$ cat config.mk
export PLATFORM = sky130hd
export DESIGN_NAME = tdm_demux_1_8
export DESIGN_NICKNAME = d
export VERILOG_FILES = /design/src/rtl/tdm_demux_1_8.sv
export SDC_FILE = /design/constraint.sdc
export NUM_CORES = 1
export LEC_CHECK = 0
export BUFFER_PORTS_ARGS = -buffer_cell sky130_fd_sc_hd__clkbuf_2
export CORE_ASPECT_RATIO = 1.25
export CORE_MARGIN = 2
export CORE_UTILIZATION = 55
export DETAILED_ROUTE_END_ITERATION = 6
export PLACE_DENSITY = 0.79
export SLEW_MARGIN = 20
export SYNTH_ARGS = -nofsm -noshare
export SYNTH_HDL_FRONTEND = slang
export SYNTH_SLANG_ARGS = --single-unit
$ cat constraint.sdc
create_clock -name Clock_In -period 3.7 [get_ports Clock_In]
set_input_delay 0.925 -clock Clock_In [delete_from_list [all_inputs] [get_ports Clock_In]]
set_output_delay 0.925 -clock Clock_In [all_outputs]
set_load 0.1 [all_outputs]
$ cat src/rtl/tdm_demux_1_8.sv
// tdm_demux_1_8: receive-side time-division 1:8 demultiplexer.
// Valid slot words are steered into per-slot shadow registers. When slot 7
// arrives, all eight channels are published in parallel together with a
// one-cycle frame strobe. Framing errors (missing or early sync) raise a
// sticky flag.

module tdm_demux_1_8 #(
    parameter int DATA_WIDTH = 8
) (
    input  logic                  Clock_In,
    input  logic                  Reset_In,
    input  logic                  Enable_In,
    input  logic [DATA_WIDTH-1:0] Data_In,
    input  logic                  Data_Valid_In,
    input  logic                  Frame_Sync_In,
    input  logic                  Clear_Error_In,
    output logic [DATA_WIDTH-1:0] Data_0_Out,
    output logic [DATA_WIDTH-1:0] Data_1_Out,
    output logic [DATA_WIDTH-1:0] Data_2_Out,
    output logic [DATA_WIDTH-1:0] Data_3_Out,
    output logic [DATA_WIDTH-1:0] Data_4_Out,
    output logic [DATA_WIDTH-1:0] Data_5_Out,
    output logic [DATA_WIDTH-1:0] Data_6_Out,
    output logic [DATA_WIDTH-1:0] Data_7_Out,
    output logic                  Frame_Valid_Out,
    output logic                  Locked_Out,
    output logic [2:0]            Slot_Out,
    output logic                  Sync_Error_Out
);

    typedef enum logic {
        HUNT   = 1'b0,
        LOCKED = 1'b1
    } state_t;

    state_t                state_q, state_d;
    logic [2:0]            slot_q, slot_d;
    logic [DATA_WIDTH-1:0] shadow_q [0:6];
    logic [DATA_WIDTH-1:0] data_q   [0:7];
    logic                  frame_valid_q;
    logic                  sync_error_q;

    logic                  capture;
    logic                  load_word;
    logic [2:0]            load_slot;
    logic                  frame_done;
    logic                  error_set;

    assign capture = Enable_In && Data_Valid_In;

    // State and slot register; reset drops back to hunting at slot 0.
    always_ff @(posedge Clock_In) begin
        if (Reset_In) begin
            state_q <= HUNT;
            slot_q  <= 3'd0;
        end else begin
            state_q <= state_d;
            slot_q  <= slot_d;
        end
    end

    // Next-state decode: decides where each captured word goes, whether a
    // frame completes, and whether a framing error is detected.
    always_comb begin
        state_d    = state_q;
        slot_d     = slot_q;
        load_word  = 1'b0;
        load_slot  = slot_q;
        frame_done = 1'b0;
        error_set  = 1'b0;
        if (capture) begin
            unique case (state_q)
                HUNT: begin
                    if (Frame_Sync_In) begin
                        state_d   = LOCKED;
                        slot_d    = 3'd1;
                        load_word = 1'b1;
                        load_slot = 3'd0;
                    end
                end
                LOCKED: begin
                    if (Frame_Sync_In) begin
                        // A sync anywhere but slot 0 abandons the partial frame
                        // and restarts with this word as slot 0.
                        error_set = (slot_q != 3'd0);
                        slot_d    = 3'd1;
                        load_word = 1'b1;
                        load_slot = 3'd0;
                    end else if (slot_q == 3'd0) begin
                        error_set = 1'b1;
                        state_d   = HUNT;
                        slot_d    = 3'd0;
                    end else if (slot_q == 3'd7) begin
                        frame_done = 1'b1;
                        slot_d     = 3'd0;
                    end else begin
                        load_word = 1'b1;
                        slot_d    = slot_q + 3'd1;
                    end
                end
                default: begin
                    state_d = HUNT;
                    slot_d  = 3'd0;
                end
            endcase
        end
    end

    // Shadow registers collect slots 0..6 of the frame under construction.
    always_ff @(posedge Clock_In) begin
        if (Reset_In) begin
            for (int k = 0; k < 7; k++) shadow_q[k] <= '0;
        end else begin
            for (int k = 0; k < 7; k++) begin
                if (load_word && load_slot == 3'(k)) shadow_q[k] <= Data_In;
            end
        end
    end

    // Channel outputs publish a whole frame at once on the slot-7 capture.
    always_ff @(posedge Clock_In) begin
        if (Reset_In) begin
            for (int k = 0; k < 8; k++) data_q[k] <= '0;
            frame_valid_q <= 1'b0;
        end else begin
            if (frame_done) begin
                for (int k = 0; k < 7; k++) data_q[k] <= shadow_q[k];
                data_q[7] <= Data_In;
            end
            frame_valid_q <= frame_done;
        end
    end

    // Sticky error flag; a new error on the same edge as a clear wins.
    always_ff @(posedge Clock_In) begin
        if (Reset_In) begin
            sync_error_q <= 1'b0;
        end else if (error_set) begin
            sync_error_q <= 1'b1;
        end else if (Clear_Error_In) begin
            sync_error_q <= 1'b0;
        end
    end

    // Output decode from registered state.
    always_comb begin
        Locked_Out      = (state_q == LOCKED);
        Slot_Out        = slot_q;
        Frame_Valid_Out = frame_valid_q;
        Sync_Error_Out  = sync_error_q;
    end

    assign Data_0_Out = data_q[0];
    assign Data_1_Out = data_q[1];
    assign Data_2_Out = data_q[2];
    assign Data_3_Out = data_q[3];
    assign Data_4_Out = data_q[4];
    assign Data_5_Out = data_q[5];
    assign Data_6_Out = data_q[6];
    assign Data_7_Out = data_q[7];

endmodule

==> impl_metrics.json, run 1 <==
{
  "areaGrowthSynthToFinish_pct": 21.0,
  "combPwrFrac": 0.102,
  "cp_max_fo": 9,
  "die_h_um": 108,
  "yosysTopAreaCell": "edfxtp_1",
  "period_needed_ps": 2470,
  "synth_top_family_by_area": "simple AND/OR/NAND/NOR gates",
  "grt_usage": 0.192,
  "highest_layer": "met4",
  "cpPeakStageDelay_ps": 540,
  "globalplace.congestion": 0.823,
  "clock_latency_ps": 510,
  "ios": 84,
  "fp.dieArea_mm2": 0.00937,
  "synth_xor_area_frac": 0,
  "cts-root-buf": "clkbuf_8",
  "leakage_nw": 2.31,
  "ir_worst_vdd_uv": 367,
  "tightest_slew_ps": 571,
  "yosysSeqAreaShare": 0.786,
  "ctsResizeCount": 0,
  "cts_setup_buffers": 0,
  "fin_tns_setup_ps": 0,
  "crit_family": "buffers and inverters",
  "grt_pass1_vias": 2601,
  "grt_setup_unrepaired": "false",
  "cp-end-kind": "output pin",
  "grt-ovfl-total": 0,
  "drive_gt1_frac": 0.270,
  "avgViaCountPerCell": 5.23,
  "cts_tree": "done",
  "diodes": 0,
  "synth_area_leaders": "edfxtp_1 76%, and2_1 6.3%, nor2_1 3.9%",
  "drt_iter0_drc": 236,
  "syn_inst": 307,
  "fin_skew_ps": 6.98,
  "status": "completed",
  "power.density_mw_per_mm2": 591,
  "cts_buffer_depth": 2,
  "muxShareOfSynthArea": 0,
  "synth_adder_area_share": 0.0106,
  "die_x_um": 87.0,
  "power.total_w": 0.00338,
  "synthSimpleGateAreaFrac": 0.159,
  "start_util": 0.571,
  "antenna_found_initial": 0,
  "nets": 417,
  "worstPathCellList": "clkbuf_2",
  "cts_num_sinks": 126,
  "p_int_w": 0.00254,
  "grt_pass1_wl_um": 12800,
  "drv_cap": 0,
  "hold_viol_final": 0,
  "met1Wirelength_um": 3130,
  "start_kind": "flop",
  "firstDrtPassIters": 4,
  "switching_share": 0.250,
  "ys_seq_elements": 126,
  "cts_made_buffers": 17,
  "portBuffers": 83,
  "synth_compound_area_frac": 0.0182,
  "clock_power_share": 0.414,
  "met2_length_um": 4340,
  "cts_max_level": 4,
  "crit_buf_inv": 1,
  "yosysWarnings": 0,
  "slew_headroom": 0.621,
  "synth_area_mm2": 0.00473,
  "grt_max_degree": 50,
  "fmax_ghz": 0.404,
  "clk_pin_slew_worst_paths_ps": 50,
  "routed_wl_um": 8250,
  "crit_slowest_cell": "clkbuf_2",
  "syn_nets": 325,
  "pwr-share-seq": 0.485,
  "ys_types": 31,
  "crit_type": "reg -> out",
  "rows": 37,
  "p_switching_w": 0.000845,
  "fillerInstances": 544,
  "required_ps": 2770,
  "finalSetupViolCount": 0,
  "num_vias": 2659,
  "synth_top_area_share": 0.761,
  "slew_viol_final": 0,
  "hp-class": "reg -> reg",
  "arrival_ps": 1550,
  "met3_length_um": 591,
  "antenna_left": 0,
  "dp.final_hpwl_um": 5370,
  "coreArea_mm2": 0.00829,
  "wl_per_cell_um": 16.2,
  "drc_errors": 0,
  "cts_hold_buf": 0,
  "post-route-period-util": 0.669,
  "avgSynthCellArea_um2": 15.4
}
## state kept, by name (all words and copies together) (netlist names)
register / cells
data_q: 64
shadow_q: 56
Slot_Out: 3
Frame_Valid_Out: 1
Locked_Out: 1
Sync_Error_Out: 1
## through the flow
stage | setup slack (ps) | std cells | hold WS [ps] | util | cell area (µm²)
global placement | 1300 | 477 | 499 | 0.630 | 5220
finish | 1230 | 508 | 513 | 0.691 | 5730
CTS | 1210 | 508 | 515 | 0.691 | 5730
global route | 1100 | 508 | 533 | 0.691 | 5730
floorplan | 587 | 307 | 497 | - | 4730
detailed placement | 1210 | 477 | 504 | 0.630 | 5220
## kinds of logic (layout without fill, tap and decap cells)
family	count (synthesis)	in the layout
fa+ha+maj	4	4
compound gates	11	11
simple gates	139	139
flops	126	126
buf+inv	27	131
## Yosys cell counts
master      n
nand3b_1    1
and3_1      1
nor3_1      1
buf_2       2
buf_6       2
nand3_1     3
or3_1       2
clkbuf_1    6
inv_1      15
a221oi_1    1
and4b_1     1
a22oi_1     1
ha_1        4
o211ai_1    2
and4bb_4    1
o31a_1      1
a41o_1      2
nand4_1     4
edfxtp_1  120
nor2_1     49
dfxtp_1     6
o22ai_1     1
nor3b_1     1
clkbuf_2    2
nand2_1     2
nand2b_1   14
and2_1     48
a31o_2      1
nor2b_1    11
a21oi_1     1
a31oi_1     1
## power by group through the flow
stage | Combinational (W) | Clock (W) | Sequential (W)
5_1_grt | 0.000355 | 0.00149 | 0.00164
4_1_cts | 0.000345 | 0.00142 | 0.00164
2_1_floorplan | 0.0000514 | 0 | 0.00190
3_5_place_dp | 0.000346 | 0 | 0.00167
6_report | 0.000344 | 0.00140 | 0.00164
3_3_place_gp | 0.000341 | 0 | 0.00167
## final cells by class
cell class                 count  area [µm²]  area share
sequential                   126        3720       0.650
timing repair buffer          85         430      0.0752
multi-input combinational    154         890       0.155
inverter                      15        56.3     0.00983
clock buffer                  23         437      0.0763
tap                           97         121      0.0212
clock inverter                 8        68.8      0.0120
## metal layers
layer  track usage  vias to the layer above
li1              -                     1271
met1         0.224                     1253
met2         0.312                      118
met3        0.0667                       17
met4        0.0982                        0
met5             0                        -
## layout by cell type, fill, tap and decap left out, types with 2 or more instances in the layout
| cell | instances |
|---|---|
| clkbuf_2 | 83 |
| a41o_1 | 2 |
| nor2_1 | 49 |
| ha_1 | 4 |
| or3_1 | 2 |
| nand4_1 | 4 |
| nor2b_1 | 11 |
| nand3_1 | 3 |
| o211ai_1 | 2 |
| dfxtp_1 | 6 |
| and2_1 | 48 |
| nand2_1 | 2 |
| clkinvlp_4 | 2 |
| nand2b_1 | 14 |
| clkinv_2 | 4 |
| clkbuf_1 | 6 |
| buf_4 | 2 |
| edfxtp_1 | 120 |
| inv_1 | 15 |
| clkbuf_16 | 16 |
## worst paths after layout
check            startpoint              to  slack [ps]  cells past startpoint
max             Slot_Out[0]     Slot_Out[0]        1230                      1
min          shadow_q[1][5]   data_q[0][13]         510                      1
max reg2reg     Slot_Out[0]  shadow_q[1][0]        1310                      5
min reg2reg  shadow_q[1][5]   data_q[0][13]         510                      1
Note: power is estimated with default switching activity, not from simulation.
==> run 2, diff against run 1 <==
ABC_AREA = 1   (was unset)
CORE_UTILIZATION = 50   (was 55)
PLACE_DENSITY = 0.75   (was 0.79)
clock period = 2.02 ns   (was 3.7 ns; I/O delays follow)
==> run 2 against run 1 <==
  * Cell count increased by 23%
  * Routed wire length increased by 6.7%
  * Synthesized area is 5.3% higher
  * Sequential share of layout area decreased by 5.7 points
  * Sequential power up 83%
  * Flip-flop and latch count stayed put
  * Power rose by 110%
  * Core utilization decreased by 4.0 points
  * Critical path depth unchanged
  * Largest power group is now the clock network
==> impl_metrics.json, run 2 <==
{
  "diodes": 0,
  "slew_viol_final": 0,
  "synth_edf_count": 120,
  "yosysMostFrequentCell": "edfxtp_1",
  "pre_cts_ws_ps": -76.4,
  "cp-end-kind": "output pin",
  "finalNonFillerCells": 623,
  "crit_family": "buffers and inverters",
  "fin_skew_ps": 6.47,
  "synth_area_leaders": "edfxtp_1 72%, inv_1 5.6%, nor2_1 5.2%",
  "placed_cell_area_mm2": 0.00562,
  "multi_input_area_um2": 948,
  "cts_num_sinks": 126,
  "antenna_found_initial": 0,
  "cts_hold_buf": 0,
  "status": "completed",
  "drv_cap": 0,
  "drc_errors": 0,
  "crit_type": "reg -> out",
  "cts_setup_buffers": 0,
  "grt_max_degree": 65,
  "fillerInstances": 718,
  "die_h_um": 116,
  "leakage_nw": 2.60,
  "slew_headroom": 0.634,
  "dp.cells": 591,
  "num_vias": 3004,
  "avgSynthCellArea_um2": 12.9,
  "firstDrtPassIters": 4,
  "largest_reg_flops": 64,
  "hp-class": "in -> reg",
  "tightest_slew_ps": 552,
  "grt_pass1_wl_um": 13900,
  "layout_common_cells": "120 x edfxtp_1, 83 x clkbuf_2, 75 x inv_1",
  "regArea_mm2": 0.00373,
  "yosysSeqAreaShare": 0.747,
  "synth-main-ff-cell": "edfxtp_1",
  "power.total_w": 0.00707,
  "arrival_ps": 1380,
  "synth-async-reset-ratio": 0,
  "crit_slowest_cell": "clkbuf_2",
  "portBuffers": 83,
  "syn_inst": 387,
  "ios": 84,
  "crit_buf_inv": 1,
  "regMostFlops": "data_q",
  "synth_area_mm2": 0.00499,
  "yosysWarnings": 0,
  "areaGrowthSynthToFinish_pct": 26.2,
  "coreArea_mm2": 0.00966,
  "grt_usage": 0.176,
  "worst_slack_ps": 135,
  "final_common_cell": "edfxtp_1",
  "fp.dieArea_mm2": 0.0108,
  "clock_latency_ps": 410,
  "ctsResizeCount": 0,
  "ys_top_cells_by_count": "120 x edfxtp_1, 75 x inv_1, 69 x nor2_1, 32 x nor3_1, 24 x nand2_1",
  "wl_per_cell_um": 14.1,
  "start_util": 0.516,
  "fmax_ghz": 0.530,
  "grt_pass1_vias": 2921,
  "finalSetupViolCount": 0,
  "globalplace.congestion": 0.835,
  "dp.final_hpwl_um": 5870,
  "required_ps": 1510,
  "post-route-period-util": 0.933,
  "nets": 502,
  "cts_made_buffers": 17,
  "antenna_left": 0,
  "ys_seq_elements": 126,
  "drive_gt1_frac": 0.324,
  "die_x_um": 93.3,
  "grt-ovfl-total": 0,
  "cts_tree": "done",
  "finalCoreUtilization": 0.651,
  "drt_iter0_drc": 248,
  "fin_area_mm2": 0.00629,
  "cp_max_fo": 8,
  "period_needed_ps": 1890,
  "cts_buffer_depth": 2,
  "worstPathCellList": "clkbuf_2",
  "avgViaCountPerCell": 4.82,
  "start_kind": "flop",
  "ir_worst_vdd_uv": 632,
  "syn_nets": 405,
  "grt_setup_unrepaired": "false",
  "cts_max_level": 4,
  "clk_pin_slew_worst_paths_ps": 60,
  "cpPeakStageDelay_ps": 500,
  "power.density_mw_per_mm2": 1120,
  "hold_viol_final": 0,
  "yosysTopAreaCell": "edfxtp_1",
  "ys_types": 22,
  "synth_top_area_share": 0.723,
  "cts-root-buf": "clkbuf_16",
  "routed_wl_um": 8810,
  "rows": 40
}
run 2: logic make-up after synthesis:
family	synth area share
adder cells (fa/ha/maj)	0.0100
buffers and inverters	0.0758
flip-flops	0.747
AO/OA/AOI/OAI	0.0105
AND/OR/NAND/NOR	0.157
run 2: path summary, 6_finish.rpt:
path                                      from             end  slack [ps]  depth (start not counted)
worst max-delay path               Slot_Out[2]     Slot_Out[2]         130                          1
worst min-delay path            Clear_Error_In  Sync_Error_Out         420                          5
worst max register to register     Slot_Out[0]  shadow_q[1][4]         160                          7
worst min register to register  shadow_q[6][0]   data_q[1][16]         540                          2
run 2: through the flow:
stage / setup TNS [ps] / hold WS, ps
after floorplan: -958 / 505
after global placement: 0 / 512
after detailed placement: -654 / 528
after CTS: 0 / 408
after global routing: 0 / 445
final: 0 / 418
run 2: cell type report:
class / instances / share of cell area
inverter: 78 / 0.0469
clock buffer: 17 / 0.0676
sequential: 126 / 0.593
multi-input combinational: 170 / 0.151
timing repair buffer: 91 / 0.0776
clock inverter: 15 / 0.0386
tap: 126 / 0.0251
run 2: metal layers:
layer / share of wire / wire length (µm) / vias to the layer above / global-route usage
li1: - / - / 1470 / -
met1: 0.41 / 3600 / 1426 / 0.215
met2: 0.51 / 4500 / 91 / 0.277
met3: 0.056 / 489 / 17 / 0.0566
met4: 0.025 / 223 / 0 / 0.101
met5: 0 / 0 / - / 0
run 2: where the power goes:
group | total, W | internal, W | switching, W
combinational | 0.000671 | 0.0000791 | 0.000592
sequential | 0.00300 | 0.00297 | 0.0000346
clock | 0.00339 | 0.00231 | 0.00108
total | 0.00707 | 0.00535 | 0.00171
